===== src/rtl/dmem_if.sv =====
// Bundle of the two requester ports and the single-port data memory port.
// The arbiter uses the slave view; the environment (CPU, debug, memory) uses master.
interface dmem_if #(
  parameter int ADDR_WIDTH = 32,
  parameter int DATA_WIDTH = 32,
  parameter int MEM_AW     = 15
) ();
  logic                  c_req;
  logic                  c_we;
  logic [ADDR_WIDTH-1:0] c_addr;
  logic [DATA_WIDTH-1:0] c_wdata;
  logic [3:0]            c_wmask;
  logic                  c_gnt;
  logic                  c_rvalid;
  logic [DATA_WIDTH-1:0] c_rdata;

  logic                  d_req;
  logic                  d_we;
  logic [ADDR_WIDTH-1:0] d_addr;
  logic [DATA_WIDTH-1:0] d_wdata;
  logic [3:0]            d_wmask;
  logic                  d_gnt;
  logic                  d_rvalid;
  logic [DATA_WIDTH-1:0] d_rdata;

  logic [MEM_AW-1:0]     m_addr;
  logic [DATA_WIDTH-1:0] m_wdata;
  logic [3:0]            m_wmask;
  logic                  m_we;
  logic [DATA_WIDTH-1:0] m_rdata;

  modport slave (
    input  c_req, c_we, c_addr, c_wdata, c_wmask,
    output c_gnt, c_rvalid, c_rdata,
    input  d_req, d_we, d_addr, d_wdata, d_wmask,
    output d_gnt, d_rvalid, d_rdata,
    output m_addr, m_wdata, m_wmask, m_we,
    input  m_rdata
  );

  modport master (
    output c_req, c_we, c_addr, c_wdata, c_wmask,
    input  c_gnt, c_rvalid, c_rdata,
    output d_req, d_we, d_addr, d_wdata, d_wmask,
    input  d_gnt, d_rvalid, d_rdata,
    input  m_addr, m_wdata, m_wmask, m_we,
    output m_rdata
  );
endinterface


===== src/rtl/dmem_arbiter.sv =====
// Two-requester arbiter for a single-port data memory: CPU has fixed priority,
// debug port is forced through after STARVE_LIMIT denied cycles; reads tracked by owner.
module dmem_arbiter #(
  parameter int ADDR_WIDTH   = 32,
  parameter int DATA_WIDTH   = 32,
  parameter int MEM_AW       = 15,
  parameter int RD_LATENCY   = 1,
  parameter int STARVE_LIMIT = 4
) (
  input logic   clk,
  input logic   rst,
  dmem_if.slave bus
);
  localparam int CNT_W = $clog2(STARVE_LIMIT + 1);

  logic [CNT_W-1:0]      starve_cnt_reg, starve_cnt_next;
  logic                  c_win, d_win, any_win, win_we, rd_issue;
  logic [MEM_AW-1:0]     win_addr, addr_reg;
  logic [DATA_WIDTH-1:0] win_wdata, wdata_reg;
  logic [3:0]            win_wmask, wmask_reg;
  logic                  rd_valid, rd_owner;

  always_comb begin
    d_win     = !rst && bus.d_req &&
                (!bus.c_req || starve_cnt_reg == CNT_W'(STARVE_LIMIT));
    c_win     = !rst && bus.c_req && !d_win;
    any_win   = c_win || d_win;
    win_we    = d_win ? bus.d_we : bus.c_we;
    win_addr  = d_win ? bus.d_addr[MEM_AW-1:0] : bus.c_addr[MEM_AW-1:0];
    win_wdata = d_win ? bus.d_wdata : bus.c_wdata;
    win_wmask = d_win ? bus.d_wmask : bus.c_wmask;
    rd_issue  = any_win && !win_we;
  end

  // Counts consecutive denied debug cycles; any grant or idle debug cycle clears it.
  always_comb begin
    starve_cnt_next = '0;
    if (bus.d_req && !d_win) begin
      if (starve_cnt_reg == CNT_W'(STARVE_LIMIT))
        starve_cnt_next = starve_cnt_reg;
      else
        starve_cnt_next = starve_cnt_reg + CNT_W'(1);
    end
  end

  always_ff @(posedge clk) begin
    if (rst) begin
      starve_cnt_reg <= '0;
      addr_reg       <= '0;
      wdata_reg      <= '0;
      wmask_reg      <= '0;
    end else begin
      starve_cnt_reg <= starve_cnt_next;
      if (any_win) begin
        addr_reg  <= win_addr;
        wdata_reg <= win_wdata;
        wmask_reg <= win_wmask;
      end
    end
  end

  // Memory side mirrors the winner; idle cycles replay the last access fields.
  assign bus.c_gnt   = c_win;
  assign bus.d_gnt   = d_win;
  assign bus.m_we    = any_win && win_we;
  assign bus.m_addr  = rst ? '0 : (any_win ? win_addr  : addr_reg);
  assign bus.m_wdata = rst ? '0 : (any_win ? win_wdata : wdata_reg);
  assign bus.m_wmask = rst ? '0 : (any_win ? win_wmask : wmask_reg);

  genvar gi;
  generate
    if (RD_LATENCY == 0) begin : g_comb
      assign rd_valid = rd_issue;
      assign rd_owner = d_win;
    end else begin : g_pipe
      logic valid_reg [RD_LATENCY];
      logic owner_reg [RD_LATENCY];

      always_ff @(posedge clk) begin
        if (rst) begin
          valid_reg[0] <= 1'b0;
          owner_reg[0] <= 1'b0;
        end else begin
          valid_reg[0] <= rd_issue;
          owner_reg[0] <= d_win;
        end
      end

      for (gi = 1; gi < RD_LATENCY; gi++) begin : g_stage
        always_ff @(posedge clk) begin
          if (rst) begin
            valid_reg[gi] <= 1'b0;
            owner_reg[gi] <= 1'b0;
          end else begin
            valid_reg[gi] <= valid_reg[gi-1];
            owner_reg[gi] <= owner_reg[gi-1];
          end
        end
      end

      // Gate with rst so a response due in the first reset cycle is dropped too.
      assign rd_valid = valid_reg[RD_LATENCY-1] && !rst;
      assign rd_owner = owner_reg[RD_LATENCY-1];
    end
  endgenerate

  assign bus.c_rvalid = rd_valid && !rd_owner;
  assign bus.d_rvalid = rd_valid && rd_owner;
  assign bus.c_rdata  = bus.c_rvalid ? bus.m_rdata : '0;
  assign bus.d_rdata  = bus.d_rvalid ? bus.m_rdata : '0;
endmodule


===== src/flat_wrapper.sv =====
// flat-port wrapper written by rule: the top's interface ports become plain ports
module dmem_arbiter_flat 
#(
  parameter int ADDR_WIDTH   = 32,
  parameter int DATA_WIDTH   = 32,
  parameter int MEM_AW       = 15,
  parameter int RD_LATENCY   = 1,
  parameter int STARVE_LIMIT = 4
)
  (clk, rst, bus_c_req, bus_c_we, bus_c_addr, bus_c_wdata, bus_c_wmask, bus_c_gnt, bus_c_rvalid, bus_c_rdata, bus_d_req, bus_d_we, bus_d_addr, bus_d_wdata, bus_d_wmask, bus_d_gnt, bus_d_rvalid, bus_d_rdata, bus_m_addr, bus_m_wdata, bus_m_wmask, bus_m_we, bus_m_rdata);
  dmem_if #(.ADDR_WIDTH(ADDR_WIDTH), .DATA_WIDTH(DATA_WIDTH), .MEM_AW(MEM_AW)) bus_i ();
  input logic clk;
  input logic rst;
  input wire logic [$bits(bus_i.c_req)-1:0] bus_c_req;
  input wire logic [$bits(bus_i.c_we)-1:0] bus_c_we;
  input wire logic [$bits(bus_i.c_addr)-1:0] bus_c_addr;
  input wire logic [$bits(bus_i.c_wdata)-1:0] bus_c_wdata;
  input wire logic [$bits(bus_i.c_wmask)-1:0] bus_c_wmask;
  output wire logic [$bits(bus_i.c_gnt)-1:0] bus_c_gnt;
  output wire logic [$bits(bus_i.c_rvalid)-1:0] bus_c_rvalid;
  output wire logic [$bits(bus_i.c_rdata)-1:0] bus_c_rdata;
  input wire logic [$bits(bus_i.d_req)-1:0] bus_d_req;
  input wire logic [$bits(bus_i.d_we)-1:0] bus_d_we;
  input wire logic [$bits(bus_i.d_addr)-1:0] bus_d_addr;
  input wire logic [$bits(bus_i.d_wdata)-1:0] bus_d_wdata;
  input wire logic [$bits(bus_i.d_wmask)-1:0] bus_d_wmask;
  output wire logic [$bits(bus_i.d_gnt)-1:0] bus_d_gnt;
  output wire logic [$bits(bus_i.d_rvalid)-1:0] bus_d_rvalid;
  output wire logic [$bits(bus_i.d_rdata)-1:0] bus_d_rdata;
  output wire logic [$bits(bus_i.m_addr)-1:0] bus_m_addr;
  output wire logic [$bits(bus_i.m_wdata)-1:0] bus_m_wdata;
  output wire logic [$bits(bus_i.m_wmask)-1:0] bus_m_wmask;
  output wire logic [$bits(bus_i.m_we)-1:0] bus_m_we;
  input wire logic [$bits(bus_i.m_rdata)-1:0] bus_m_rdata;
  assign bus_i.c_req = bus_c_req;
  assign bus_i.c_we = bus_c_we;
  assign bus_i.c_addr = bus_c_addr;
  assign bus_i.c_wdata = bus_c_wdata;
  assign bus_i.c_wmask = bus_c_wmask;
  assign bus_c_gnt = bus_i.c_gnt;
  assign bus_c_rvalid = bus_i.c_rvalid;
  assign bus_c_rdata = bus_i.c_rdata;
  assign bus_i.d_req = bus_d_req;
  assign bus_i.d_we = bus_d_we;
  assign bus_i.d_addr = bus_d_addr;
  assign bus_i.d_wdata = bus_d_wdata;
  assign bus_i.d_wmask = bus_d_wmask;
  assign bus_d_gnt = bus_i.d_gnt;
  assign bus_d_rvalid = bus_i.d_rvalid;
  assign bus_d_rdata = bus_i.d_rdata;
  assign bus_m_addr = bus_i.m_addr;
  assign bus_m_wdata = bus_i.m_wdata;
  assign bus_m_wmask = bus_i.m_wmask;
  assign bus_m_we = bus_i.m_we;
  assign bus_i.m_rdata = bus_m_rdata;
  dmem_arbiter #(.ADDR_WIDTH(ADDR_WIDTH), .DATA_WIDTH(DATA_WIDTH), .MEM_AW(MEM_AW), .RD_LATENCY(RD_LATENCY), .STARVE_LIMIT(STARVE_LIMIT)) u_core (.clk(clk), .rst(rst), .bus(bus_i));
endmodule

===== config.mk =====
export PLATFORM = sky130hd
export DESIGN_NAME = dmem_arbiter_flat
export DESIGN_NICKNAME = d
export VERILOG_FILES = /design/src/rtl/dmem_if.sv /design/src/rtl/dmem_arbiter.sv /design/src/flat_wrapper.sv
export SDC_FILE = /design/constraint.sdc
export NUM_CORES = 1
export LEC_CHECK = 0
export ABC_AREA = 1
export CAP_MARGIN = 10
export CORE_AREA = 2 2 114 116
export CTS_CLUSTER_SIZE = 30
export DETAILED_ROUTE_END_ITERATION = 12
export DIE_AREA = 0 0 116 118
export HOLD_SLACK_MARGIN = 0.03
export PLACE_DENSITY_LB_ADDON = 0.2
export SYNTH_ARGS = -nofsm -noshare
export SYNTH_HDL_FRONTEND = slang
export SYNTH_SLANG_ARGS = --single-unit

===== constraint.sdc =====
create_clock -name clk -period 1.6 [get_ports clk]
set_input_delay 0.24 -clock clk [delete_from_list [all_inputs] [get_ports clk]]
set_output_delay 0.24 -clock clk [all_outputs]
set_load 0.005 [all_outputs]

Word level (Yosys, flattened, before mapping)
Memory sizes are Yosys's and may differ from the RTL's.
Cells that the tools add are included.

cells by class
  add/sub/neg operators = 1
  multiply operators = 0
  div/mod/pow operators = 0
  magnitude comparators = 0
  equality and inequality tests = 1
  shift operators = 0
  mux-type cells = 19
  bitwise gates (word level) = 1
  reduce and logical (&&, ||, !) cells = 20

operators by type and width
  cell                                         number
  two-way mux 32 bit                           5
  two-way mux 15 bit                           3
  two-way mux 4 bit                            3
  logical AND 1 bit                            10
  two-way mux 1 bit                            8
  zero test 1 bit                              5
  adder 3 x 1 -> 3 bit, second input constant  1
  equality test 3 bit, second input constant   1
  logical OR 1 bit                             2
  OR reduction 1 bit                           2
  OR reduction 2 bit                           1
  inverter 1 bit                               1

word-level totals
  flip-flop bits (word level) = 54
  latch bits = 0
  memory bits (writable) = 2
  bits in read-only memories = 0
  output and inout port bits = 120
  memories kept = 2

memories
  name                     depth  bits a word  read ports  clocked after Yosys merged registers in  write ports  line                source
  u_core.g_pipe.owner_reg  1      1            1           0                                        1            dmem_arbiter.sv:77  logic owner_reg [RD_LATENCY];
  u_core.g_pipe.valid_reg  1      1            1           0                                        1            dmem_arbiter.sv:76  logic valid_reg [RD_LATENCY];

Logic depth before layout (Yosys ltp)
Gate-level depths: netlist of run 1.

  depth after elaboration = 8
  mapped depth = 9
  mapped depth without buffers = 8

Worst setup path before layout of run 1
No wires, ideal clock.

  kind = reg2out
  start point = register u_core.starve_cnt_reg[0]
  end point = output port bus_c_gnt
  arrival time = 1.303 ns
  slack = 0.057 ns
  cell stages (with the launch flop) = 9
  buffers on the path = 1
  cells stage by stage = dfxtp_1 inv_1 ha_1 nand2_1 nand2_2 nand2_1 buf_2 inv_1 nor2_1

on the way
  cells in the longest elaborated chain, start to end = 5

ends and longest elaborated chain
  what                    line                source
  from (decl)             dmem_arbiter.sv:16  logic [CNT_W-1:0] starve_cnt_reg, starve_cnt_next;
  from (signal assigned)  dmem_arbiter.sv:53  starve_cnt_reg <= starve_cnt_next;
  equality test 3 bit     dmem_arbiter.sv:25  (!bus.c_req || starve_cnt_reg == CNT_W'(STARVE_LIMIT));
  logical OR 1 bit        dmem_arbiter.sv:25
  logical AND 1 bit       dmem_arbiter.sv:24  d_win = !rst && bus.d_req &&
  net bus_d_gnt           flat_wrapper.sv:27  output wire logic [$bits(bus_i.d_gnt)-1:0] bus_d_gnt;
  zero test 1 bit         dmem_arbiter.sv:26  c_win = !rst && bus.c_req && !d_win;
  logical AND 1 bit       dmem_arbiter.sv:26
  to (decl)               flat_wrapper.sv:19  output wire logic [$bits(bus_i.c_gnt)-1:0] bus_c_gnt;

The timed path passes the listed nets, and every way through them passes these cells.

Worst setup path after layout of run 1
  start point = register u_core.starve_cnt_reg[1]
  end point = output port bus_m_wdata[0]

on the way
  cells in the longest elaborated chain, start to end = 8
  elaborated cells between the ends (all ways) = 9
  classes of those cells = 1 x eq/ne; 3 x mux; 5 x reduce/logical

ends and longest elaborated chain
  what                               line                source
  equality test 3 bit *              dmem_arbiter.sv:25
  logical OR 1 bit *                 dmem_arbiter.sv:25
  logical AND 1 bit *                dmem_arbiter.sv:24
  zero test 1 bit                    dmem_arbiter.sv:26
  logical AND 1 bit                  dmem_arbiter.sv:26
  logical OR 1 bit                   dmem_arbiter.sv:27  any_win = c_win || d_win;
  two-way mux 32 bit * (2 in a row)  dmem_arbiter.sv:67  assign bus.m_wdata = rst ? '0 : (any_win ? win_wdata : wdata_reg);
  to (decl)                          flat_wrapper.sv:31  output wire logic [$bits(bus_i.m_wdata)-1:0] bus_m_wdata;

Mark *: on every way between the ends. The rest lies on a longest branch, timed or not.

==> results of run 1 <==
==> metal layers <==
layer  vias to the layer above  wire [µm]  track usage (%)
met5                         -          0                0
met1                      2243       5902            22.25
met2                       223       9093            44.04
met3                        32       1257            4.892
li1                       2414          -                -
met4                         0        423            6.920
==> power breakdown <==
group	leakage, µW	switching, µW	total, µW	internal (µW)
Clock	0.0000736	513	1090	579
Combinational	0.00357	671	1550	877
Sequential	0.000468	36.7	1560	1520
==> final timing paths <==
check / from / end / slack (ps) / depth (start not counted)
worst max-delay path: u_core.starve_cnt_reg[1]$_SDFFE_PP0N_ / bus_m_wdata[0] / -490 / 13
worst min-delay path: rst / u_core.starve_cnt_reg[1]$_SDFFE_PP0N_ / 460 / 5
worst min register to register: u_core.wdata_reg[12]$_DFF_P_ / u_core.wdata_reg[12]$_DFF_P_ / 470 / 2
worst max register to register: u_core.starve_cnt_reg[1]$_SDFFE_PP0N_ / u_core.addr_reg[4]$_DFF_P_ / -90 / 13
==> logic make-up after synthesis <==
kind of cell    Yosys count
simple gates            336
xor+xnor                  1
buf+inv                 182
compound gates            3
flops                    56
fa+ha+maj                 2
==> through the flow <==
step                worst slack, ps  power [µW]  hold WS [ps]  setup TNS [ps]  std cells
global route                 -580.2        4423         476.4          -28350       1095
floorplan                     56.79        2005         401.3               0        580
global placement             -661.0        2839         461.0          -66170       1012
finish                       -485.5        4197         461.3          -21520       1095
detailed placement           -695.9        2849         462.2          -70250       1012
CTS                          -512.0        4035         456.3          -24480       1076
==> timing repair <==
action	4_1_cts	5_1_grt
cloned	8	2
endpoints found under the setup margin	120	122
pin swaps	19	34
resized for setup	399	258
setup buffers	48	24
==> cells in the mapped netlist (all sizes together) <==
cell type and instances:
clkbuf 8, buf 28, o21ai 2, xnor2 1, nand2 110, inv 146
a21oi 1, ha 2, nand3 156, nor2 69, nor3 1, dfxtp 56
==> cell type report <==
cell class,instances,area [µm²],share of cell area [%]
diodes,2,5.005,0.06577
clock buffers,5,125.1,1.644
clock inverters,3,18.77,0.2466
inverters,146,553.0,7.267
multi-input cells,342,2095,27.52
flip-flops and latches,56,1129,14.83
well taps,172,215.2,2.828
repair buffers,369,3470,45.59
==> worst reg2reg max path, delay by kind of cell (launching register included) <==
family | cells | cell delay, ps
AND/OR/NAND/NOR | 6 | 440
buffers and inverters | 6 | 650
flip-flops | 1 | 340
adder cells (fa/ha/maj) | 1 | 160
==> results.txt, run 1 <==
----------------------------------------------------
[Run status]
  Outcome ... complete, but fails checks
  Violations in the final reports ... negative setup slack

[Worst setup path]
  Required time worst endpoint ... between 1000 and 1500 ps
  Crit path kind ... reg -> out
  Cell type of the slowest stage on the worst timing path ... sky130_fd_sc_hd__dfxtp_2
  Element type at the critical path start ... register
  Crit path top cell by count ... sky130_fd_sc_hd__buf_6
  Family of cells with the greatest summed delay on the critical path ... buffers and inverters
  Maximum net fanout on the critical path ... 4
  Worst setup EP type ... output pin
  Delay contributed by the slowest stage of the critical path ... 330 ps
  Arrival time of data at the critical path endpoint ... 1850 ps
  Count of buffering cells on the critical path with inverters included ... 6
  Crit path cell chain ... inv_2 -> ha_4 -> nand2_4 -> nand2_8 -> nand2_8 -> buf_12 -> buf_8 -> buf_6 -> buf_6 -> nand2_4 -> nand3_2 -> nand2_2 -> buf_6

[STA]
  Worst slew margin ... 78.61%
  Period utilization ... 130.3%
  Transition time of the tightest slew-check pin ... 320.8 ps
  Smallest setup slack after layout ... -485.5 ps
  Number of pins exceeding their max-slew limit in the final report ... 0
  Hold Violations, Final ... 0
  Clock Skews ... approximately 10 ps
  Maximum frequency from static timing analysis ... 0.4795 GHz
  Setup violations, final ... 69
  Final critical-path required period ... 2086 ps
  Unrepaired setup endpoints after global routing ... true

[Logic synthesis]
  Seq/Total Area, Yosys ... ~33%
  Number of instances in the synthesized netlist ... slightly below 600
  Top cells by area in the synthesized netlist ... sky130_fd_sc_hd__dfxtp_1, sky130_fd_sc_hd__nand3_1, sky130_fd_sc_hd__inv_1
  Cell variety after synth ... 17
  Most area-hungry cell type in the Yosys netlist ... sky130_fd_sc_hd__dfxtp_1
  Post-synth top area share ... 33.46%
  Area of the mapped netlist ... 3351 µm²
  FF+latch count, synth ... 56
  Share of synthesized area spent on multiplexers ... 0%
  Fraction of the mapped netlist area in simple logic gates ... 43.80%
  Post-synthesis compound-gate area fraction ... 0.5601%
  Dominant combinational cell family by area after synthesis ... simple AND/OR/NAND/NOR gates
  Adder-cell share of the synthesized area ... 0.7468%
  Synth Area in XOR/XNOR ... 0.2614%
  Syn_nets ... 756
  Ys Warns ... 0
  Syn avg cell area ... 5.777 µm²

[Pwr]
  Power per standard cell area ... 551.6 nW/µm²
  Leakage ... between 0.004 and 0.005 µW
  Maximum resistive drop on vdd ... 0.4099 mV

[Floorplan]
  Die height ... roughly 120 µm
  Horiz. Die Dim ... roughly 120 µm
  Core box area ... between 10000 and 15000 µm²
  Total I/O pin count ... 294
  Area enclosed by the die boundary ... 13690 µm²
  Site Rows ... 41
  Initial standard-cell utilization of the core ... 26.99%

[Detailed routing]
  Number of vias in the routed layout ... 4912
  Number of design rule violations left after detail routing ... 0
  Wire per inst ... 15.23 µm
  Starting DRC count in detailed routing ... ~190
  Vias per std cell ... 4.486
  Sum of routed wire length over all layers ... 16.68 mm
  Detailed-router iteration count before antenna repair ... 4
  Antenna Nets Post-Route ... 0

[Place]
  Cell area after placement ... 6410 µm²
  Detailed placement HPWL ... around 11 mm
  # port buffers ... approximately 260
  Routability-driven placement congestion ratio ... 0.7890

[Clock network]
  CTS H-Tree Depth ... 2
  CTS Buffer Depth ... 2
  CTS buffer count ... 5
  Clock-pin slew reported for the worst setup and hold paths after clock tree synthesis ... around 80 ps
  Clock root buffer ... sky130_fd_sc_hd__clkbuf_16
  Num Clock Sinks ... 56
  Worst-Skew Late Latency ... a little under 300 ps
  Clock tree from TritonCTS ... built
  CTS Hold Bufs ... 0

[Cells and area]
  Proportion of layout cells with a drive suffix above 1 ... 38.76%
  Area grow syn2layout ... 127.1%
  Filler Cells Inserted ... between 1000 and 1500
  Most common cell after layout, fill and taps aside ... sky130_fd_sc_hd__inv_1
  Layout Utilization ... 61.30%
  Post-route standard cell area excluding fillers ... between 7000 and 8000 µm²
  Layout net count ... ~1100
  Flip-flop count of the largest register after layout ... 32
  Most frequent cells in the layout ... sky130_fd_sc_hd__inv_1, sky130_fd_sc_hd__clkdlybuf4s50_1, sky130_fd_sc_hd__nand3_1

[Global routing]
  Total global routing track utilization ... 22.21%
  Wire length of the first global-routing pass ... 24.10 mm
  Number of antenna violations at the first check in global routing ... 2
  Via count of the first global-routing pass ... 4789
  Overflow left after global routing ... 0
  Pin count of the biggest net entering global routing ... 33

[Run]
  Number of maximum-capacitance constraint violations ... 0

[Hold path]
  Worst hold-check path type ... in -> reg

----------------------------------------------------
Note: power is estimated with default switching activity, not from simulation.
==> inputs of run 2 (changes only) <==
--- a/config.mk
+++ b/config.mk
@@ -7,12 +7,14 @@
 export LEC_CHECK = 0
 export ABC_AREA = 1
 export CAP_MARGIN = 10
-export CORE_AREA = 2 2 114 116
+export CORE_ASPECT_RATIO = 0.8
+export CORE_MARGIN = 2
+export CORE_UTILIZATION = 29
 export CTS_CLUSTER_SIZE = 30
 export DETAILED_ROUTE_END_ITERATION = 12
-export DIE_AREA = 0 0 116 118
 export HOLD_SLACK_MARGIN = 0.03
 export PLACE_DENSITY_LB_ADDON = 0.2
+export SETUP_SLACK_MARGIN = 0.5
 export SYNTH_ARGS = -nofsm -noshare
 export SYNTH_HDL_FRONTEND = slang
 export SYNTH_SLANG_ARGS = --single-unit
==> results.txt, run 2 (same netlist as run 1, synthesis figures left out) <==
----------------------------------------------------
[Run status]
  Outcome ... complete, but fails checks (unchanged)
  Violations in the final reports ... negative setup slack (unchanged)

[Detailed routing]
  Routed wl met3 ... 1.887 mm (was 1.257 mm)
  Uppermost routed layer ... met4 (unchanged)
  Number of vias in the routed layout ... 5406 (was 4912)
  Detailed-router iteration count before antenna repair ... 4 (unchanged)
  Wire per inst ... 17.80 µm (was 15.23 µm)
  Detailed-routing wirelength on met1 ... 6.504 mm (was 5.902 mm)
  Starting DRC count in detailed routing ... 223 (was 188)
  Total length of routed met2 wires ... 10.47 mm (was 9.093 mm)
  Antenna Nets Post-Route ... 0 (unchanged)
  Vias per std cell ... 4.810 (was 4.486)
  Number of design rule violations left after detail routing ... 0 (unchanged)
  Sum of routed wire length over all layers ... 20.00 mm (was 16.68 mm)

[Worst setup path]
  Worst setup EP type ... output pin (unchanged)
  Crit path to ... bus_m_wdata[14] (was bus_m_wdata[0])
  Destination of the worst register-to-register timing path ... u_core.wdata_reg[15]$_DFF_P_ (was u_core.addr_reg[4]$_DFF_P_)
  Timing startpoint of the critical path ... u_core.starve_cnt_reg[1]$_SDFFE_PP0N_ (unchanged)
  Register-to-Register Setup Slack ... -340 ps (was -90 ps)
  Maximum net fanout on the critical path ... 5 (was 4)
  Arrival time of data at the critical path endpoint ... 1780 ps (was 1850 ps)
  Required time worst endpoint ... 1360 ps (about the same)
  Element type at the critical path start ... register (unchanged)
  Crit path kind ... reg -> out (unchanged)
  Depth of the most critical reg-to-reg path ... 15 (was 13)
  Crit Reg-Reg Startpoint ... u_core.starve_cnt_reg[1]$_SDFFE_PP0N_ (unchanged)

[Clock network]
  Clock-pin slew reported for the worst setup and hold paths after clock tree synthesis ... 70 ps (was 80 ps)
  CTS Hold Bufs ... 0 (unchanged)
  Clock tree from TritonCTS ... built (unchanged)
  Num Clock Sinks ... 56 (unchanged)
  CTS H-Tree Depth ... 2 (unchanged)
  Worst-Skew Late Latency ... 290 ps (about the same)
  CTS buffer count ... 5 (unchanged)
  CTS Buffer Depth ... 2 (unchanged)
  Clock root buffer ... sky130_fd_sc_hd__clkbuf_16 (unchanged)

[Place]
  # port buffers ... 259 (unchanged)
  Detailed placement HPWL ... 10.64 mm (was 10.56 mm)
  Placed Instances ... 983 (was 1012)
  Cell area after placement ... 6386 µm² (was 6410 µm²)
  Routability-driven placement congestion ratio ... 0.8176 (was 0.7890)

[Global routing]
  Pin count of the biggest net entering global routing ... 32 (was 33)
  Total global routing track utilization ... 25.95% (was 22.21%)
  Overflow left after global routing ... 0 (unchanged)
  Number of antenna violations at the first check in global routing ... 7 (was 2)
  Wire length of the first global-routing pass ... 25.16 mm (was 24.10 mm)
  Via count of the first global-routing pass ... 5189 (was 4789)

[Pwr]
  Maximum resistive drop on vdd ... 0.5109 mV (was 0.4099 mV)
  Leakage ... 0.004493 µW (was 0.004111 µW)
  Power per standard cell area ... 524.8 nW/µm² (was 551.6 nW/µm²)

[Run]
  Number of maximum-capacitance constraint violations ... 0 (unchanged)

[Floorplan]
  Initial standard-cell utilization of the core ... 29.43% (was 26.99%)
  Total I/O pin count ... 294 (unchanged)
  Site Rows ... 35 (was 41)
  Die height ... 100.1 µm (was 118 µm)
  Area enclosed by the die boundary ... 12430 µm² (was 13690 µm²)
  Core box area ... 11390 µm² (was 12410 µm²)
  Horiz. Die Dim ... 124.2 µm (was 116 µm)

[STA]
  Worst hold slack after final layout ... 380.9 ps (was 461.3 ps)
  Hold Violations, Final ... 0 (unchanged)
  Final critical-path required period ... 2017 ps (was 2086 ps)
  Maximum frequency from static timing analysis ... 0.4958 GHz (was 0.4795 GHz)
  Clock Skews ... 8.040 ps (was 10.06 ps)
  Smallest setup slack after layout ... -416.9 ps (was -485.5 ps)
  Number of pins exceeding their max-slew limit in the final report ... 0 (unchanged)
  Transition time of the tightest slew-check pin ... 370.2 ps (was 320.8 ps)
  Period utilization ... 126.1% (was 130.3%)
  Worst slew margin ... 75.32% (was 78.61%)
  Setup violations, final ... 104 (was 69)
  Unrepaired setup endpoints after global routing ... true (unchanged)

[Hold path]
  Worst hold-check path type ... in -> reg (unchanged)

[Cells and area]
  Area grow syn2layout ... 159.4% (was 127.1%)
  Post-route standard cell area excluding fillers ... 8692 µm² (was 7610 µm²)
  Proportion of layout cells with a drive suffix above 1 ... 48.50% (was 38.76%)
  Flip-flop count of the largest register after layout ... 32 (unchanged)
  Filler Cells Inserted ... 762 (was 1149)
  Layout net count ... 1144 (was 1096)
  Finished Layout Cells ... 1124 (was 1095)
  Most frequent cells in the layout ... sky130_fd_sc_hd__inv_1, sky130_fd_sc_hd__clkdlybuf4s50_1, sky130_fd_sc_hd__nand3_1 (unchanged)

----------------------------------------------------
==> run 2: cell count changes in the layout (fill, tap and decap cells not counted), moves of 8 or more <==
cell and change:
sky130_fd_sc_hd__buf_2 +26, sky130_fd_sc_hd__buf_6 +71, sky130_fd_sc_hd__clkbuf_2 -40, sky130_fd_sc_hd__nand2_1 -8, sky130_fd_sc_hd__nand3_1 -14, sky130_fd_sc_hd__nand3_2 +15, sky130_fd_sc_hd__nor2_1 -33, sky130_fd_sc_hd__nor2_4 +40
==> run 2: how the worst min path moves through the flow <==
stage | start | end | slack (ps) | cells after the start
after floorplan | rst | u_core.starve_cnt_reg[1]$_SDFFE_PP0N_ | 390 | 3
after global routing | rst | u_core.starve_cnt_reg[1]$_SDFFE_PP0N_ | 400 | 4
after global placement | u_core.addr_reg[9]$_DFF_P_ | u_core.addr_reg[9]$_DFF_P_ | 460 | 2
after CTS | rst | u_core.starve_cnt_reg[1]$_SDFFE_PP0N_ | 370 | 4
final | rst | u_core.starve_cnt_reg[1]$_SDFFE_PP0N_ | 380 | 4
after detailed placement | u_core.addr_reg[8]$_DFF_P_ | u_core.addr_reg[8]$_DFF_P_ | 460 | 2
==> run 2: where the power goes <==
group | total (µW) | switching, µW | internal [µW]
registers | 1560 | 40.1 | 1520
clock network | 1150 | 524 | 626
logic | 1850 | 791 | 1060
==> run 2: routing by layer <==
metal,track usage (%),up-vias
met4,11.15,0
met1,25.77,2552
met5,0,-
met2,50.27,265
met3,6.648,72
li1,-,2517
==> run 2: area by class of cell <==
type	instances	area (µm²)	area share, %
timing repair buffer	417	4177	48.05
multi-input combinational	342	2476	28.49
sequential	56	1129	12.98
inverter	146	558.0	6.420
tap	148	185.2	2.130
clock buffer	7	142.6	1.641
antenna	7	17.52	0.2015
clock inverter	1	7.507	0.08637
==> run 2: stage by stage <==
step	setup WS (ps)	TNS (ps)	utilization, %	total power, µW
after floorplan	283.8	0	-	2025
after global placement	-701.1	-71090	56.09	2834
after detailed placement	-723.1	-73980	56.09	2851
after CTS	-383.5	-20940	65.45	4225
after global routing	-488.9	-31700	76.34	4784
final	-416.9	-24530	76.34	4562
==> run 2: what timing repair did <==
action                     CTS  global route
cloned                      11             4
resized for setup          619           248
buffers inserted            92            19
pin swaps                   44            70
setup endpoints to repair  176           176
==> run 2: critical path, stage by stage (launching register included) <==
cell and delay (ps):
sky130_fd_sc_hd__dfxtp_2 330, sky130_fd_sc_hd__inv_2 70, sky130_fd_sc_hd__ha_4 140, sky130_fd_sc_hd__nand2_4 60
sky130_fd_sc_hd__nand2_8 100, sky130_fd_sc_hd__nand2_8 70, sky130_fd_sc_hd__buf_6 130, sky130_fd_sc_hd__buf_12 130
sky130_fd_sc_hd__buf_16 140, sky130_fd_sc_hd__nand2_4 50, sky130_fd_sc_hd__nand3_2 60, sky130_fd_sc_hd__nand2_2 80
sky130_fd_sc_hd__buf_2 110
==> inputs of run 3 (changes only) <==
--- a/config.mk
+++ b/config.mk
@@ -18,3 +18,4 @@
 export SYNTH_ARGS = -nofsm -noshare
 export SYNTH_HDL_FRONTEND = slang
 export SYNTH_SLANG_ARGS = --single-unit
+export TNS_END_PERCENT = 50
==> results.txt, run 3 (same netlist as run 1, synthesis figures left out) <==
----------------------------------------------------
[Run status]
  Outcome ... complete, but fails checks (unchanged)
  Violations in the final reports ... negative setup slack (unchanged)

[Place]
  # port buffers ... 259 (unchanged)
  Cell area after placement ... 6405 µm² (was 6386 µm²)
  Detailed placement HPWL ... 10.51 mm (was 10.64 mm)
  Routability-driven placement congestion ratio ... 0.8431 (was 0.8176)
  Post-Place Setup Slack ... -692.4 ps (was -723.1 ps)

[Run]
  Number of maximum-capacitance constraint violations ... 0 (unchanged)

[STA]
  Unrepaired setup endpoints after global routing ... true (unchanged)
  Hold Violations, Final ... 0 (unchanged)
  Setup violations, final ... 97 (was 104)
  Number of pins exceeding their max-slew limit in the final report ... 0 (unchanged)
  Period utilization ... 128.3% (was 126.1%)
  Worst hold slack after final layout ... 412.0 ps (was 380.9 ps)
  Maximum frequency from static timing analysis ... 0.4873 GHz (was 0.4958 GHz)
  Transition time of the tightest slew-check pin ... 299.3 ps (was 370.2 ps)
  Final critical-path required period ... 2052 ps (was 2017 ps)
  Worst slew margin ... 79.90% (was 75.32%)
  Clock Skews ... 8.046 ps (was 8.040 ps)
  Smallest setup slack after layout ... -452.3 ps (was -416.9 ps)
  Setup TNS ... -22900 ps (was -24530 ps)

[Detailed routing]
  Sum of routed wire length over all layers ... 17.02 mm (was 20.00 mm)
  Wire per inst ... 15.90 µm (was 17.80 µm)
  Number of vias in the routed layout ... 4972 (was 5406)
  Routed wl met3 ... 1.296 mm (was 1.887 mm)
  Uppermost routed layer ... met4 (unchanged)
  Total length of routed met2 wires ... 9.208 mm (was 10.47 mm)
  Antenna Nets Post-Route ... 0 (unchanged)
  Detailed-router iteration count before antenna repair ... 4 (unchanged)
  Vias per std cell ... 4.647 (was 4.810)
  Detailed-routing wirelength on met1 ... 6.015 mm (was 6.504 mm)
  Starting DRC count in detailed routing ... 167 (was 223)
  Number of design rule violations left after detail routing ... 0 (unchanged)

[Floorplan]
  Initial standard-cell utilization of the core ... 29.43% (unchanged)
  Die height ... 100.1 µm (unchanged)
  Horiz. Die Dim ... 124.2 µm (unchanged)
  Area enclosed by the die boundary ... 12430 µm² (unchanged)
  Core box area ... 11390 µm² (unchanged)
  Site Rows ... 35 (unchanged)
  Total I/O pin count ... 294 (unchanged)

[Worst setup path]
  Crit path kind ... reg -> out (unchanged)
  Register-to-Register Setup Slack ... -340 ps (about the same)
  Arrival time of data at the critical path endpoint ... 1810 ps (was 1780 ps)
  Worst setup EP type ... output pin (unchanged)
  Required time worst endpoint ... 1360 ps (about the same)
  Maximum net fanout on the critical path ... 5 (unchanged)
  Element type at the critical path start ... register (unchanged)

[Global routing]
  Via count of the first global-routing pass ... 4872 (was 5189)
  Total global routing track utilization ... 24.03% (was 25.95%)
  Wire length of the first global-routing pass ... 23.45 mm (was 25.16 mm)
  Overflow left after global routing ... 0 (unchanged)
  Pin count of the biggest net entering global routing ... 32 (unchanged)
  Number of antenna violations at the first check in global routing ... 3 (was 7)

[Clock network]
  Num Clock Sinks ... 56 (unchanged)
  CTS Buffer Depth ... 2 (unchanged)
  Clock tree from TritonCTS ... built (unchanged)
  CTS H-Tree Depth ... 2 (unchanged)
  CTS Hold Bufs ... 0 (unchanged)
  Clock-pin slew reported for the worst setup and hold paths after clock tree synthesis ... 70 ps (about the same)
  Worst-Skew Late Latency ... 290 ps (about the same)
  CTS buffer count ... 5 (unchanged)
  Clock root buffer ... sky130_fd_sc_hd__clkbuf_16 (unchanged)

[Cells and area]
  Proportion of layout cells with a drive suffix above 1 ... 38.74% (was 48.50%)
  Register area ... 1131 µm² (was 1129 µm²)
  Filler Cells Inserted ... 960 (was 762)
  Layout net count ... 1094 (was 1144)
  Most frequent cells in the layout ... sky130_fd_sc_hd__inv_1, sky130_fd_sc_hd__clkdlybuf4s50_1, sky130_fd_sc_hd__nand3_1 (unchanged)
  Most common cell after layout, fill and taps aside ... sky130_fd_sc_hd__inv_1
  Flip-flop count of the largest register after layout ... 32 (unchanged)
  Post-route standard cell area excluding fillers ... 7622 µm² (was 8692 µm²)
  Multi-input logic area ... 2101 µm² (was 2476 µm²)
  Area grow syn2layout ... 127.5% (was 159.4%)

[Hold path]
  Worst hold-check path type ... in -> reg (unchanged)

[Pwr]
  Leakage ... 0.004124 µW (was 0.004493 µW)
  Power per standard cell area ... 554.3 nW/µm² (was 524.8 nW/µm²)
  Maximum resistive drop on vdd ... 0.4916 mV (was 0.5109 mV)

----------------------------------------------------
-- run 3: cell types whose count changed in the layout (fill, tap and decap cells not counted), moves of 7 or more --
cell                       previous run  this run
sky130_fd_sc_hd__nand2_4             19         2
sky130_fd_sc_hd__nor2_2               6        17
sky130_fd_sc_hd__buf_2               84        92
sky130_fd_sc_hd__nand3_2             41        31
sky130_fd_sc_hd__nand3_1            113       120
sky130_fd_sc_hd__nor2_1               9        24
sky130_fd_sc_hd__buf_6              109        37
sky130_fd_sc_hd__nand2_2             42        26
sky130_fd_sc_hd__clkbuf_2             0        16
sky130_fd_sc_hd__nand2_1             47        81
sky130_fd_sc_hd__nor2_4              54        28
-- run 3: layout make-up --
type	count	share of cell area (%)
inverters	146	7.223
flip-flops and latches	56	14.84
well taps	148	2.429
multi-input cells	342	27.56
diodes	3	0.09849
repair buffers	367	45.88
clock inverters	1	0.09849
clock buffers	7	1.871
-- run 3: where the power goes --
| group | total (µW) | internal, µW | switching, µW |
|---|---|---|---|
| clock | 1130 | 626 | 505 |
| sequential | 1560 | 1520 | 39.7 |
| combinational | 1530 | 864 | 670 |
| total | 4220 | 3010 | 1210 |
-- run 3: what timing repair did --
action,4_1_cts,5_1_grt
endpoints found under the setup margin,175,176
cloned,10,2
pin swaps,32,12
gates resized for setup,421,207
hold endpoints to repair,0,0
buffers inserted,44,16
-- run 3: through the flow --
| step | util [%] | total power, µW | cells |
|---|---|---|---|
| after global placement | 56.25 | 2834 | 987 |
| after CTS | 63.84 | 4116 | 1049 |
| after global routing | 66.95 | 4426 | 1070 |
| after floorplan | - | 2020 | 580 |
| after detailed placement | 56.25 | 2850 | 987 |
| final | 66.95 | 4225 | 1070 |
-- run 3: routing by layer --
| layer | global-route usage, % | up-vias |
|---|---|---|
| met5 | 0 | - |
| met4 | 9.248 | 0 |
| met3 | 6.534 | 29 |
| met2 | 47.54 | 188 |
| met1 | 23.24 | 2337 |
| li1 | - | 2418 |
-- run 3: critical path, stage by stage (launching register included) --
cell and delay (ps):
sky130_fd_sc_hd__dfxtp_2 340, sky130_fd_sc_hd__inv_2 50, sky130_fd_sc_hd__ha_4 160, sky130_fd_sc_hd__nand2_4 70, sky130_fd_sc_hd__nand2_4 70, sky130_fd_sc_hd__buf_12 140
sky130_fd_sc_hd__nand2_8 100, sky130_fd_sc_hd__buf_4 130, sky130_fd_sc_hd__buf_6 80, sky130_fd_sc_hd__buf_4 100, sky130_fd_sc_hd__nand2_2 50, sky130_fd_sc_hd__a21oi_2 110
sky130_fd_sc_hd__buf_2 140
-- run 3: worst paths after layout --
path	start	endpoint	cells after the start
min	rst	u_core.starve_cnt_reg[1]$_SDFFE_PP0N_	4
min reg2reg	u_core.wdata_reg[13]$_DFF_P_	u_core.wdata_reg[13]$_DFF_P_	2
max reg2reg	u_core.starve_cnt_reg[1]$_SDFFE_PP0N_	u_core.wdata_reg[10]$_DFF_P_	16
max	u_core.starve_cnt_reg[1]$_SDFFE_PP0N_	bus_m_we	12
